<file path="src/rtl/uart_rx_deframer.sv">
// UART receive deframer: 2-flop synchroniser, mid-bit sampling FSM, one-entry valid/ready byte holding register.
// Optional parity frame support is compiled in with `define UART_RX_PARITY_EN (8N1 otherwise).
module uart_rx_deframer #(
  parameter int CLKS_PER_BIT = 104,
  parameter bit PARITY_ODD   = 1'b0
) (
  input  logic       clk_i,
  input  logic       rst_n_i,
  input  logic       rxd,
  output logic [7:0] rx_data_o,
  output logic       rx_valid_o,
  input  logic       rx_ready_i,
  output logic       frame_err_o,
  output logic       ovr_err_o,
  output logic       par_err_o,
  input  logic       err_clr_i,
  output logic       busy_o
);

  localparam int DATA_W = 8;
  localparam int CNT_W  = $clog2(CLKS_PER_BIT);
  localparam logic [CNT_W-1:0] CNT_FULL = CNT_W'(CLKS_PER_BIT - 1);
  localparam logic [CNT_W-1:0] CNT_HALF = CNT_W'(CLKS_PER_BIT / 2 - 1);

  typedef enum logic [2:0] {
    S_IDLE    = 3'd0,
    S_START   = 3'd1,
    S_DATA    = 3'd2,
`ifdef UART_RX_PARITY_EN
    S_PARITY  = 3'd3,
`endif
    S_STOP    = 3'd4,
    S_WAIT_HI = 3'd5
  } state_t;

  state_t            state;
  logic              sync_p0;
  logic              sync_p1;
  logic              rxd_s;
  logic [CNT_W-1:0]  cnt;
  logic [2:0]        idx;
  logic [DATA_W-1:0] shift;

  logic stop_tick;
  logic stop_good;
  logic frame_set;
  logic ovr_set;
  logic load;

  assign rxd_s = sync_p1;

  assign stop_tick = (state == S_STOP) && (cnt == CNT_FULL);
  assign stop_good = stop_tick && rxd_s;
  assign frame_set = stop_tick && !rxd_s;
  // A byte may replace the held one only if the holding register is empty or drained this cycle.
  assign load      = stop_good && (!rx_valid_o || rx_ready_i);
  assign ovr_set   = stop_good && rx_valid_o && !rx_ready_i;

`ifdef UART_RX_PARITY_EN
  logic par_set;

  function automatic logic parity_ok(input logic [DATA_W-1:0] d, input logic p);
    return ((^d) ^ PARITY_ODD) == p;
  endfunction

  assign par_set = (state == S_PARITY) && (cnt == CNT_FULL) && !parity_ok(shift, rxd_s);
`else
  logic unused_parity_odd;
  assign unused_parity_odd = PARITY_ODD;
  assign par_err_o = 1'b0;
`endif

  always_ff @(posedge clk_i) begin
    if (!rst_n_i) begin
      state       <= S_IDLE;
      sync_p0     <= 1'b1;
      sync_p1     <= 1'b1;
      cnt         <= '0;
      idx         <= '0;
      shift       <= '0;
      rx_data_o   <= '0;
      rx_valid_o  <= 1'b0;
      frame_err_o <= 1'b0;
      ovr_err_o   <= 1'b0;
`ifdef UART_RX_PARITY_EN
      par_err_o   <= 1'b0;
`endif
      busy_o      <= 1'b0;
    end else begin
      // stage p0 -> p1: metastability filter on the raw line
      sync_p0 <= rxd;
      sync_p1 <= sync_p0;

      case (state)
        S_IDLE: begin
          if (!rxd_s) begin
            state  <= S_START;
            cnt    <= '0;
            busy_o <= 1'b1;
          end
        end
        S_START: begin
          if (cnt == CNT_HALF) begin
            cnt <= '0;
            if (!rxd_s) begin
              state <= S_DATA;
              idx   <= '0;
            end else begin
              state  <= S_IDLE;
              busy_o <= 1'b0;
            end
          end else begin
            cnt <= cnt + 1'b1;
          end
        end
        S_DATA: begin
          if (cnt == CNT_FULL) begin
            cnt   <= '0;
            shift <= {rxd_s, shift[DATA_W-1:1]};
            idx   <= idx + 3'd1;
            if (idx == 3'd7) begin
`ifdef UART_RX_PARITY_EN
              state <= S_PARITY;
`else
              state <= S_STOP;
`endif
            end
          end else begin
            cnt <= cnt + 1'b1;
          end
        end
`ifdef UART_RX_PARITY_EN
        S_PARITY: begin
          if (cnt == CNT_FULL) begin
            cnt   <= '0;
            state <= S_STOP;
          end else begin
            cnt <= cnt + 1'b1;
          end
        end
`endif
        S_STOP: begin
          if (cnt == CNT_FULL) begin
            cnt <= '0;
            if (rxd_s) begin
              state  <= S_IDLE;
              busy_o <= 1'b0;
            end else begin
              state <= S_WAIT_HI;
            end
          end else begin
            cnt <= cnt + 1'b1;
          end
        end
        S_WAIT_HI: begin
          // A held-low line (break) must return high before a new start bit is accepted.
          if (rxd_s) begin
            state  <= S_IDLE;
            busy_o <= 1'b0;
          end
        end
        default: begin
          state  <= S_IDLE;
          busy_o <= 1'b0;
        end
      endcase

      if (load) begin
        rx_data_o  <= shift;
        rx_valid_o <= 1'b1;
      end else if (rx_valid_o && rx_ready_i) begin
        rx_valid_o <= 1'b0;
      end

      frame_err_o <= (frame_err_o && !err_clr_i) || frame_set;
      ovr_err_o   <= (ovr_err_o && !err_clr_i) || ovr_set;
`ifdef UART_RX_PARITY_EN
      par_err_o   <= (par_err_o && !err_clr_i) || par_set;
`endif
    end
  end

endmodule
</file>
<file path="config.mk">
export PLATFORM = sky130hd
export DESIGN_NAME = uart_rx_deframer
export DESIGN_NICKNAME = d
export VERILOG_FILES = /design/src/rtl/uart_rx_deframer.sv
export SDC_FILE = /design/constraint.sdc
export NUM_CORES = 1
export LEC_CHECK = 0
export CELL_PAD_IN_SITES_DETAIL_PLACEMENT = 1
export CELL_PAD_IN_SITES_GLOBAL_PLACEMENT = 1
export CORE_MARGIN = 10
export CORE_UTILIZATION = 38
export DETAILED_ROUTE_END_ITERATION = 7
export HOLD_SLACK_MARGIN = 0.12
export PLACE_DENSITY_LB_ADDON = 0.1
export SYNTH_ARGS = -nofsm -noshare
export SYNTH_HDL_FRONTEND = slang
export SYNTH_SLANG_ARGS = --single-unit
export TNS_END_PERCENT = 5
</file>
<file path="constraint.sdc">
create_clock -name clk_i -period 1.84 [get_ports clk_i]
set_clock_uncertainty 0.05 [all_clocks]
set_input_delay 0.184 -clock clk_i [delete_from_list [all_inputs] [get_ports clk_i]]
set_output_delay 0.184 -clock clk_i [all_outputs]
set_load 0.05 [all_outputs]
</file>
==> qor.json, run 1 <==
{
  "run_status": {"value": "finished clean"},
  "die-area": {"value": 0.00739, "unit": "mm2"},
  "hp_class": {"value": "reg -> reg"},
  "yosys.area_share.xor_xnor": {"value": 0, "unit": "%"},
  "synth.ff_latch_count": {"value": 35},
  "crit_reg_reg_startpoint": {"value": "cnt[1]"},
  "crit_fanout": {"value": 3},
  "grt_antenna_before_repair": {"value": 0},
  "synthToLayoutAreaGrowth": {"value": 27.0, "unit": "%"},
  "synth.yosys.seq_area_share": {"value": 42.4, "unit": "%"},
  "syn-cell-area": {"value": 0.00165, "unit": "mm2"},
  "synth-edff-count": {"value": 0},
  "drcViolationCount": {"value": 0},
  "wl_per_cell": {"value": 15.6, "unit": "um"},
  "ctsHoldBuffers": {"value": 0},
  "worstRegToRegCells": {"value": 6},
  "comb_power_share": {"value": 7.0, "unit": "%"},
  "place.detailed.instances": {"value": 259},
  "max-slew-margin-rel": {"value": 65.3, "unit": "%"},
  "starting_density_of_the_core": {"value": 40.2, "unit": "%"},
  "detail_route.vias_per_cell": {"value": 5.25},
  "grt_pass1_vias": {"value": 1515},
  "yosys_warnings": {"value": 0},
  "postSynth.asyncResetShare": {"value": 0, "unit": "%"},
  "clock_tree.buffer_depth": {"value": 2},
  "min_path_cells": {"value": 1},
  "core_area": {"value": 0.00412, "unit": "mm2"},
  "htreeDepth": {"value": 2},
  "antenna_cells": {"value": 0},
  "cts_tree": {"value": "done"},
  "antenna_violating_nets_post_route": {"value": 0},
  "timing.critical_path.slowest_cell_delay": {"value": 0.49, "unit": "ns"},
  "tritoncts_num_sinks": {"value": 35},
  "timing_worst_setup_path_type": {"value": "reg -> reg"},
  "yosys.area_share.simple": {"value": 30.5, "unit": "%"},
  "clock_latency_of_the_later_clocked_register_in_the_worst_skew_pair": {"value": 0.29, "unit": "ns"},
  "num-fill-cells": {"value": 498},
  "swShare": {"value": 24.5, "unit": "%"},
  "track_usage": {"value": 11.8, "unit": "%"},
  "path_clk_slew": {"value": 0.07, "unit": "ns"},
  "max_freq": {"value": 0.557, "unit": "GHz"},
  "drt_first_pass_iters": {"value": 4},
  "layout_min_cycle_time": {"value": 1.80, "unit": "ns"},
  "synth_ff_type": {"value": "sky130_fd_sc_hd__dfxtp_1"},
  "clock-root-buffer": {"value": "sky130_fd_sc_hd__clkbuf_8"},
  "fp.dieH": {"value": 86.0, "unit": "um"},
  "net-switching-power": {"value": 0.348, "unit": "mW"},
  "synth_compound_gate_area_share": {"value": 14.5, "unit": "%"},
  "worst_tran_pin_value": {"value": 0.519, "unit": "ns"},
  "total_gr_overflow": {"value": 0},
  "io_buffers": {"value": 16},
  "cell_internal_pwr": {"value": 1.07, "unit": "mW"},
  "setup-violations-final": {"value": 0},
  "finalMaxSlewViolations": {"value": 0},
  "finish.cell_count_without_fillers": {"value": 270},
  "die_width": {"value": 86.0, "unit": "um"},
  "hold_path.startpoint": {"value": "sync_p0"},
  "cts-buffers-inserted": {"value": 5},
  "post_synth_num_cell_types": {"value": 39},
  "hold_end": {"value": "rxd_s"},
  "end_of_the_worst_register_to_register_path": {"value": "state[0]"},
  "power_per_unit_of_standard_cell_area": {"value": 676, "unit": "mW/mm2"},
  "seq_area": {"value": 708, "unit": "um2"},
  "share_seq_of_total_power": {"value": 54.4, "unit": "%"},
  "ioPinCount": {"value": 18},
  "multi_input_area": {"value": 927, "unit": "um2"},
  "synth-adder-area-share": {"value": 3.03, "unit": "%"},
  "post-route-period-util": {"value": 97.7, "unit": "%"},
  "cap_violations": {"value": 0},
  "combinational_family_with_the_most_area_after_synthesis": {"value": "simple AND/OR/NAND/NOR gates"},
  "cp_data_arrival_time": {"value": 1.97, "unit": "ns"},
  "cp_slowest_cell": {"value": "sky130_fd_sc_hd__or4b_1"},
  "dp_hpwl": {"value": 3.03, "unit": "mm"},
  "first_pass_grt_wire_length": {"value": 7.11, "unit": "mm"},
  "vias": {"value": 1418},
  "synth_mux_area_share": {"value": 5.45, "unit": "%"},
  "mostFrequentLayoutCells": {"value": "29 x sky130_fd_sc_hd__dfxtp_1, 25 x sky130_fd_sc_hd__nand2_1, 20 x sky130_fd_sc_hd__buf_4, 17 x sky130_fd_sc_hd__nand3_1, 16 x sky130_fd_sc_hd__clkdlybuf4s50_1"},
  "place_congestion": {"value": 0.917},
  "rows": {"value": 23},
  "avgSynthCellArea": {"value": 8.80, "unit": "um2"},
  "mostFrequentLayoutCell": {"value": "sky130_fd_sc_hd__dfxtp_1"},
  "worst_ir_drop_vdd": {"value": 510, "unit": "uV"},
  "final_hold_violating_endpoints": {"value": 0},
  "final_core_util": {"value": 51.0, "unit": "%"},
  "maximum_number_of_pins_on_one_net_before_global_route_repair": {"value": 22},
  "cellLeakagePower": {"value": 0.923, "unit": "nW"},
  "initial_drc_count": {"value": 58},
  "cp_data_required_time": {"value": 2.01, "unit": "ns"},
  "syn_inst": {"value": 188},
  "design.final.nets": {"value": 228},
  "wl": {"value": 4.21, "unit": "mm"},
  "ff2ff_setup_slack": {"value": 0.04, "unit": "ns"},
  "critPathLaunchType": {"value": "flip-flop"},
  "drive_gt1_share": {"value": 18.6, "unit": "%"},
  "rsz0062_at_grt": {"value": "yes"},
  "endpoint_kind": {"value": "flip-flop"},
  "crit_chain": {"value": "ha_4, nand3b_4, o221a_1, a31o_1, or4b_1, a21boi_1"},
  "postSynthNetCount": {"value": 197},
  "clock_power_share": {"value": 38.6, "unit": "%"}
}
-- metrics by stage --
stage	setup WS (ns)	hold WS (ns)	TNS [ns]	instance area (um2)	total power, mW
6_report	0.0432	0.368	0	2100	1.42
5_1_grt	-0.0284	0.381	-0.0344	2100	1.50
3_5_place_dp	-0.0168	0.350	-0.0327	1950	0.886
2_1_floorplan	-0.00166	0.235	-0.00166	1660	0.851
4_1_cts	0.0206	0.372	0	2060	1.44
3_3_place_gp	0.0291	0.341	0	1950	0.883
-- synth_stat cells (2+ instances only) --
cell type	number	share of area, %
sky130_fd_sc_hd__dfxtp_1	35	42
sky130_fd_sc_hd__nand2_1	25	5.7
sky130_fd_sc_hd__nand3_1	17	5.1
sky130_fd_sc_hd__nor2b_1	15	5.7
sky130_fd_sc_hd__a21boi_0	13	5.9
sky130_fd_sc_hd__mux2i_1	9	5.4
sky130_fd_sc_hd__nor2_1	8	1.8
sky130_fd_sc_hd__o21ai_0	7	2.1
sky130_fd_sc_hd__clkbuf_1	6	1.4
sky130_fd_sc_hd__and2_1	5	1.9
sky130_fd_sc_hd__buf_2	4	1.2
sky130_fd_sc_hd__ha_1	4	3.0
sky130_fd_sc_hd__nand2b_1	4	1.5
sky130_fd_sc_hd__a21oi_1	3	0.91
sky130_fd_sc_hd__and3_1	3	1.1
sky130_fd_sc_hd__nand4_1	3	1.1
sky130_fd_sc_hd__buf_4	2	0.91
sky130_fd_sc_hd__nor3_1	2	0.61
sky130_fd_sc_hd__nor3b_1	2	0.91
sky130_fd_sc_hd__or4b_1	2	1.2
-- registers in the layout, indices dropped and copies added, names as in the netlist --
name	cells
idx	3
cnt	7
ovr_err_o	1
state	3
sync_p0	1
busy_o	1
rx_data_o	8
shift	8
rx_valid_o	1
rxd_s	1
frame_err_o	1
-- power groups by stage --
stage          registers [mW]  clock network, mW  logic, mW
2_1_floorplan           0.797                  0     0.0542
3_3_place_gp            0.789                  0     0.0932
3_5_place_dp            0.790                  0     0.0964
4_1_cts                 0.773              0.567     0.0965
5_1_grt                 0.774              0.612      0.109
6_report                0.773              0.548     0.0997
-- layout make-up --
cell class                      instances  share of cell area, %
Sequential cell                        35                   33.7
Multi-Input combinational cell        139                   44.1
Tap cell                               50                   2.98
Timing Repair Buffer                   36                   14.8
Clock inverter                          2                  0.596
Inverter                                2                  0.357
Clock buffer                            6                   3.45
-- cells by family (layout without fill, tap and decap cells) --
logic type,Yosys count,after routing
AO/OA/AOI/OAI,34,34
adder cells (fa/ha/maj),4,4
buffers and inverters,14,46
flip-flops,35,35
multiplexers,9,9
other,1,1
AND/OR/NAND/NOR,91,91
-- routing by layer --
metal | global-route usage [%] | wire (um) | up-vias
li1 | - | - | 711
met1 | 13.7 | 1930 | 682
met2 | 19.4 | 2030 | 20
met3 | 4.26 | 192 | 5
met4 | 4.04 | 61 | 0
met5 | 0 | 0 | -
-- critical path: cells and delay by family, from the launching register on --
| family | cells | cell delay, ns |
|---|---|---|
| flip-flops | 1 | 0.36 |
| adder cells (fa/ha/maj) | 1 | 0.16 |
| AND/OR/NAND/NOR | 2 | 0.58 |
| AO/OA/AOI/OAI | 3 | 0.59 |
-- worst max path at each step --
| stage | start | cells past startpoint | slack, ns | end |
|---|---|---|---|---|
| final | cnt[1] | 6 | 0.04 | state[0] |
| after global routing | cnt[1] | 6 | -0.03 | state[0] |
| after CTS | cnt[4] | 5 | 0.02 | state[0] |
| after detailed placement | cnt[4] | 5 | -0.02 | idx[0] |
| after global placement | cnt[1] | 6 | 0.03 | state[0] |
| after floorplan | cnt[1] | 6 | -0.002 | state[0] |
-- timing repair --
item | CTS | global route
resized for setup | 3 | 8
pin swaps | 1 | 3
buffers inserted | 0 | 3
setup endpoints to repair | 5 | 13
cloned | 0 | 0
(Power assumes the default switching activity.)
==> inputs of run 2 (changes only) <==
Settings changed: CELL_PAD_IN_SITES_DETAIL_PLACEMENT 1 to default, CELL_PAD_IN_SITES_GLOBAL_PLACEMENT 1 to default, CORE_MARGIN 10 to 2, CORE_UTILIZATION 38 to 45, HOLD_SLACK_MARGIN 0.12 to 0.06, PLACE_DENSITY from default to 0.68, PLACE_DENSITY_LB_ADDON 0.1 to default.
==> qor.json, run 2 (synthesis gave the netlist of run 1 again) <==
{
  "cp_data_required_time": {"value": 2.00, "unit": "ns", "change": "about the same"},
  "post-route-period-util": {"value": 98.1, "unit": "%", "change": "+0.45 points"},
  "final_hold_violating_endpoints": {"value": 0, "change": "unchanged"},
  "ctsHoldBuffers": {"value": 0, "change": "unchanged"},
  "wl": {"value": 3.41, "unit": "mm", "change": "-19%"},
  "place.detailed.instances": {"value": 253, "change": "-2.3%"},
  "io_buffers": {"value": 16, "change": "unchanged"},
  "starting_density_of_the_core": {"value": 45.9, "unit": "%", "change": "+5.7 points"},
  "drive_gt1_share": {"value": 15.5, "unit": "%", "change": "-3.1 points"},
  "dp_hpwl": {"value": 2.36, "unit": "mm", "change": "-22%"},
  "mostFrequentLayoutCell": {"value": "sky130_fd_sc_hd__dfxtp_1"},
  "cts_tree": {"value": "done"},
  "design.final.nets": {"value": 221, "change": "-3.1%"},
  "first_pass_grt_wire_length": {"value": 5.92, "unit": "mm", "change": "-17%"},
  "clock_latency_of_the_later_clocked_register_in_the_worst_skew_pair": {"value": 0.29, "unit": "ns", "change": "about the same"},
  "die_width": {"value": 64.6, "unit": "um", "change": "-25%"},
  "cap_violations": {"value": 0, "change": "unchanged"},
  "wl_per_cell": {"value": 13.1, "unit": "um", "change": "-16%"},
  "rsz0062_at_grt": {"value": "yes"},
  "final_core_util": {"value": 57.8, "unit": "%", "change": "+6.8 points"},
  "initial_drc_count": {"value": 43, "change": "-26%"},
  "regs_by_ff_count": {"value": "rx_data_o (8), shift (8), cnt (7)"},
  "total_gr_overflow": {"value": 0, "change": "unchanged"},
  "hold_end": {"value": "rxd_s"},
  "min_path_cells": {"value": 1, "change": "unchanged"},
  "ioPinCount": {"value": 18, "change": "unchanged"},
  "cp_data_arrival_time": {"value": 1.97, "unit": "ns", "change": "about the same"},
  "worstRegToRegCells": {"value": 6, "change": "unchanged"},
  "endpoint_kind": {"value": "flip-flop"},
  "end_of_the_worst_register_to_register_path": {"value": "state[0]"},
  "worst_ir_drop_vdd": {"value": 504, "unit": "uV", "change": "-1.2%"},
  "clock-root-buffer": {"value": "sky130_fd_sc_hd__clkbuf_8"},
  "finalMaxSlewViolations": {"value": 0, "change": "unchanged"},
  "mostFrequentLayoutCells": {"value": "31 x sky130_fd_sc_hd__dfxtp_1, 25 x sky130_fd_sc_hd__nand2_1, 17 x sky130_fd_sc_hd__nand3_1, 16 x sky130_fd_sc_hd__clkdlybuf4s50_1, 15 x sky130_fd_sc_hd__nor2b_1"},
  "cellLeakagePower": {"value": 0.910, "unit": "nW", "change": "-1.4%"},
  "crit_fanout": {"value": 3, "change": "unchanged"},
  "crit_reg_reg_startpoint": {"value": "cnt[0]"},
  "worst_tran_pin_value": {"value": 0.502, "unit": "ns", "change": "-0.0173 ns"},
  "total_chip_power": {"value": 1.69, "unit": "mW", "change": "+19%"},
  "layout_min_cycle_time": {"value": 1.81, "unit": "ns", "change": "+0.00824 ns"},
  "rows": {"value": 22, "change": "-4.3%"},
  "grt_pass1_vias": {"value": 1349, "change": "-11%"},
  "ff2ff_setup_slack": {"value": 0.03, "unit": "ns", "change": "about the same"},
  "max_freq": {"value": 0.554, "unit": "GHz", "change": "-0.46%"},
  "track_usage": {"value": 17.9, "unit": "%", "change": "+6.1 points"},
  "setup-violations-final": {"value": 0, "change": "unchanged"},
  "tns": {"value": 0, "unit": "ns", "change": "unchanged"},
  "cts-buffers-inserted": {"value": 5, "change": "unchanged"},
  "critPathLaunchType": {"value": "flip-flop"},
  "vias": {"value": 1392, "change": "-1.8%"},
  "run_status": {"value": "finished clean"},
  "timing_worst_setup_path_type": {"value": "reg -> reg"},
  "maximum_number_of_pins_on_one_net_before_global_route_repair": {"value": 23, "change": "+4.5%"},
  "hp_class": {"value": "reg -> reg"},
  "clock_tree.buffer_depth": {"value": 2, "change": "unchanged"},
  "tritoncts_num_sinks": {"value": 35, "change": "unchanged"},
  "synthToLayoutAreaGrowth": {"value": 26.1, "unit": "%"},
  "drt_first_pass_iters": {"value": 4, "change": "unchanged"},
  "antenna_cells": {"value": 0, "change": "unchanged"},
  "dpl_worst_slack": {"value": -0.0220, "unit": "ns", "change": "-0.00522 ns"},
  "path_clk_slew": {"value": 0.08, "unit": "ns", "change": "about the same"},
  "detail_route.vias_per_cell": {"value": 5.33, "change": "+1.6%"},
  "power_per_unit_of_standard_cell_area": {"value": 810, "unit": "mW/mm2", "change": "+20%"},
  "drcViolationCount": {"value": 0, "change": "unchanged"},
  "hold_path.startpoint": {"value": "sync_p0"},
  "place_congestion": {"value": 0.875, "change": "-4.6%"},
  "grt_antenna_before_repair": {"value": 0, "change": "unchanged"},
  "htreeDepth": {"value": 2, "change": "unchanged"},
  "die-area": {"value": 0.00418, "unit": "mm2", "change": "-43%"},
  "core_area": {"value": 0.00361, "unit": "mm2", "change": "-12%"},
  "post-route-worst-setup-slack": {"value": 0.0349, "unit": "ns", "change": "-0.00824 ns"},
  "antenna_violating_nets_post_route": {"value": 0, "change": "unchanged"},
  "fp.dieH": {"value": 64.6, "unit": "um", "change": "-25%"},
  "max-slew-margin-rel": {"value": 66.4, "unit": "%", "change": "+1.2 points"},
  "finish.cell_count_without_fillers": {"value": 261, "change": "-3.3%"}
}
run 2: timing repair:
action                     in CTS  in global routing
gates resized for setup         2                  7
buffers inserted                0                  0
pin swaps                       3                  1
setup endpoints to repair       3                 12
run 2: final cells by class:
| type | instances | area, um2 |
|---|---|---|
| fill | 326 | 1520 |
| clock buffer | 6 | 72.6 |
| tap | 48 | 60.1 |
| clock inverter | 2 | 60.1 |
| inverter | 2 | 7.51 |
| sequential | 35 | 706 |
| multi-input combinational | 139 | 922 |
| timing repair buffer | 29 | 258 |
run 2: how the worst max path moves through the flow:
stage	end	start	slack [ns]	cells after the start
final	state[0]	cnt[0]	0.03	6
after global routing	state[0]	cnt[0]	-0.05	6
after CTS	state[0]	cnt[0]	0.001	6
after detailed placement	state[0]	cnt[1]	-0.02	6
after global placement	state[0]	cnt[1]	0.05	6
after floorplan	state[0]	cnt[1]	-0.002	6
run 2: metal layers:
metal  up-vias  global-route usage, %  part of all wire, %
met4         0                   6.91                  1.3
met1       666                   22.3                   47
li1        704                      -                    -
met3         5                   4.34                  2.6
met2        17                   29.9                   49
met5         -                      0                    0
run 2: critical path: stages (launching register included):
cell and delay, ns:
sky130_fd_sc_hd__dfxtp_2 0.37, sky130_fd_sc_hd__ha_4 0.16, sky130_fd_sc_hd__nand3b_4 0.09, sky130_fd_sc_hd__o221a_1 0.24, sky130_fd_sc_hd__a31o_1 0.19, sky130_fd_sc_hd__or4b_1 0.50, sky130_fd_sc_hd__a21boi_1 0.12
run 2: power by group:
| group | internal [mW] | total (mW) | switching (mW) | leakage (nW) |
|---|---|---|---|---|
| Combinational | 0.0393 | 0.0911 | 0.0518 | 0.560 |
| Sequential | 0.766 | 0.775 | 0.00928 | 0.285 |
| Clock | 0.542 | 0.823 | 0.281 | 0.0654 |
run 2: stage by stage:
step	cell area (um2)	hold WS [ns]
after global placement	1920	0.346
after detailed placement	1920	0.349
final	2090	0.364
after floorplan	1660	0.235
after global routing	2090	0.385
after CTS	2070	0.366
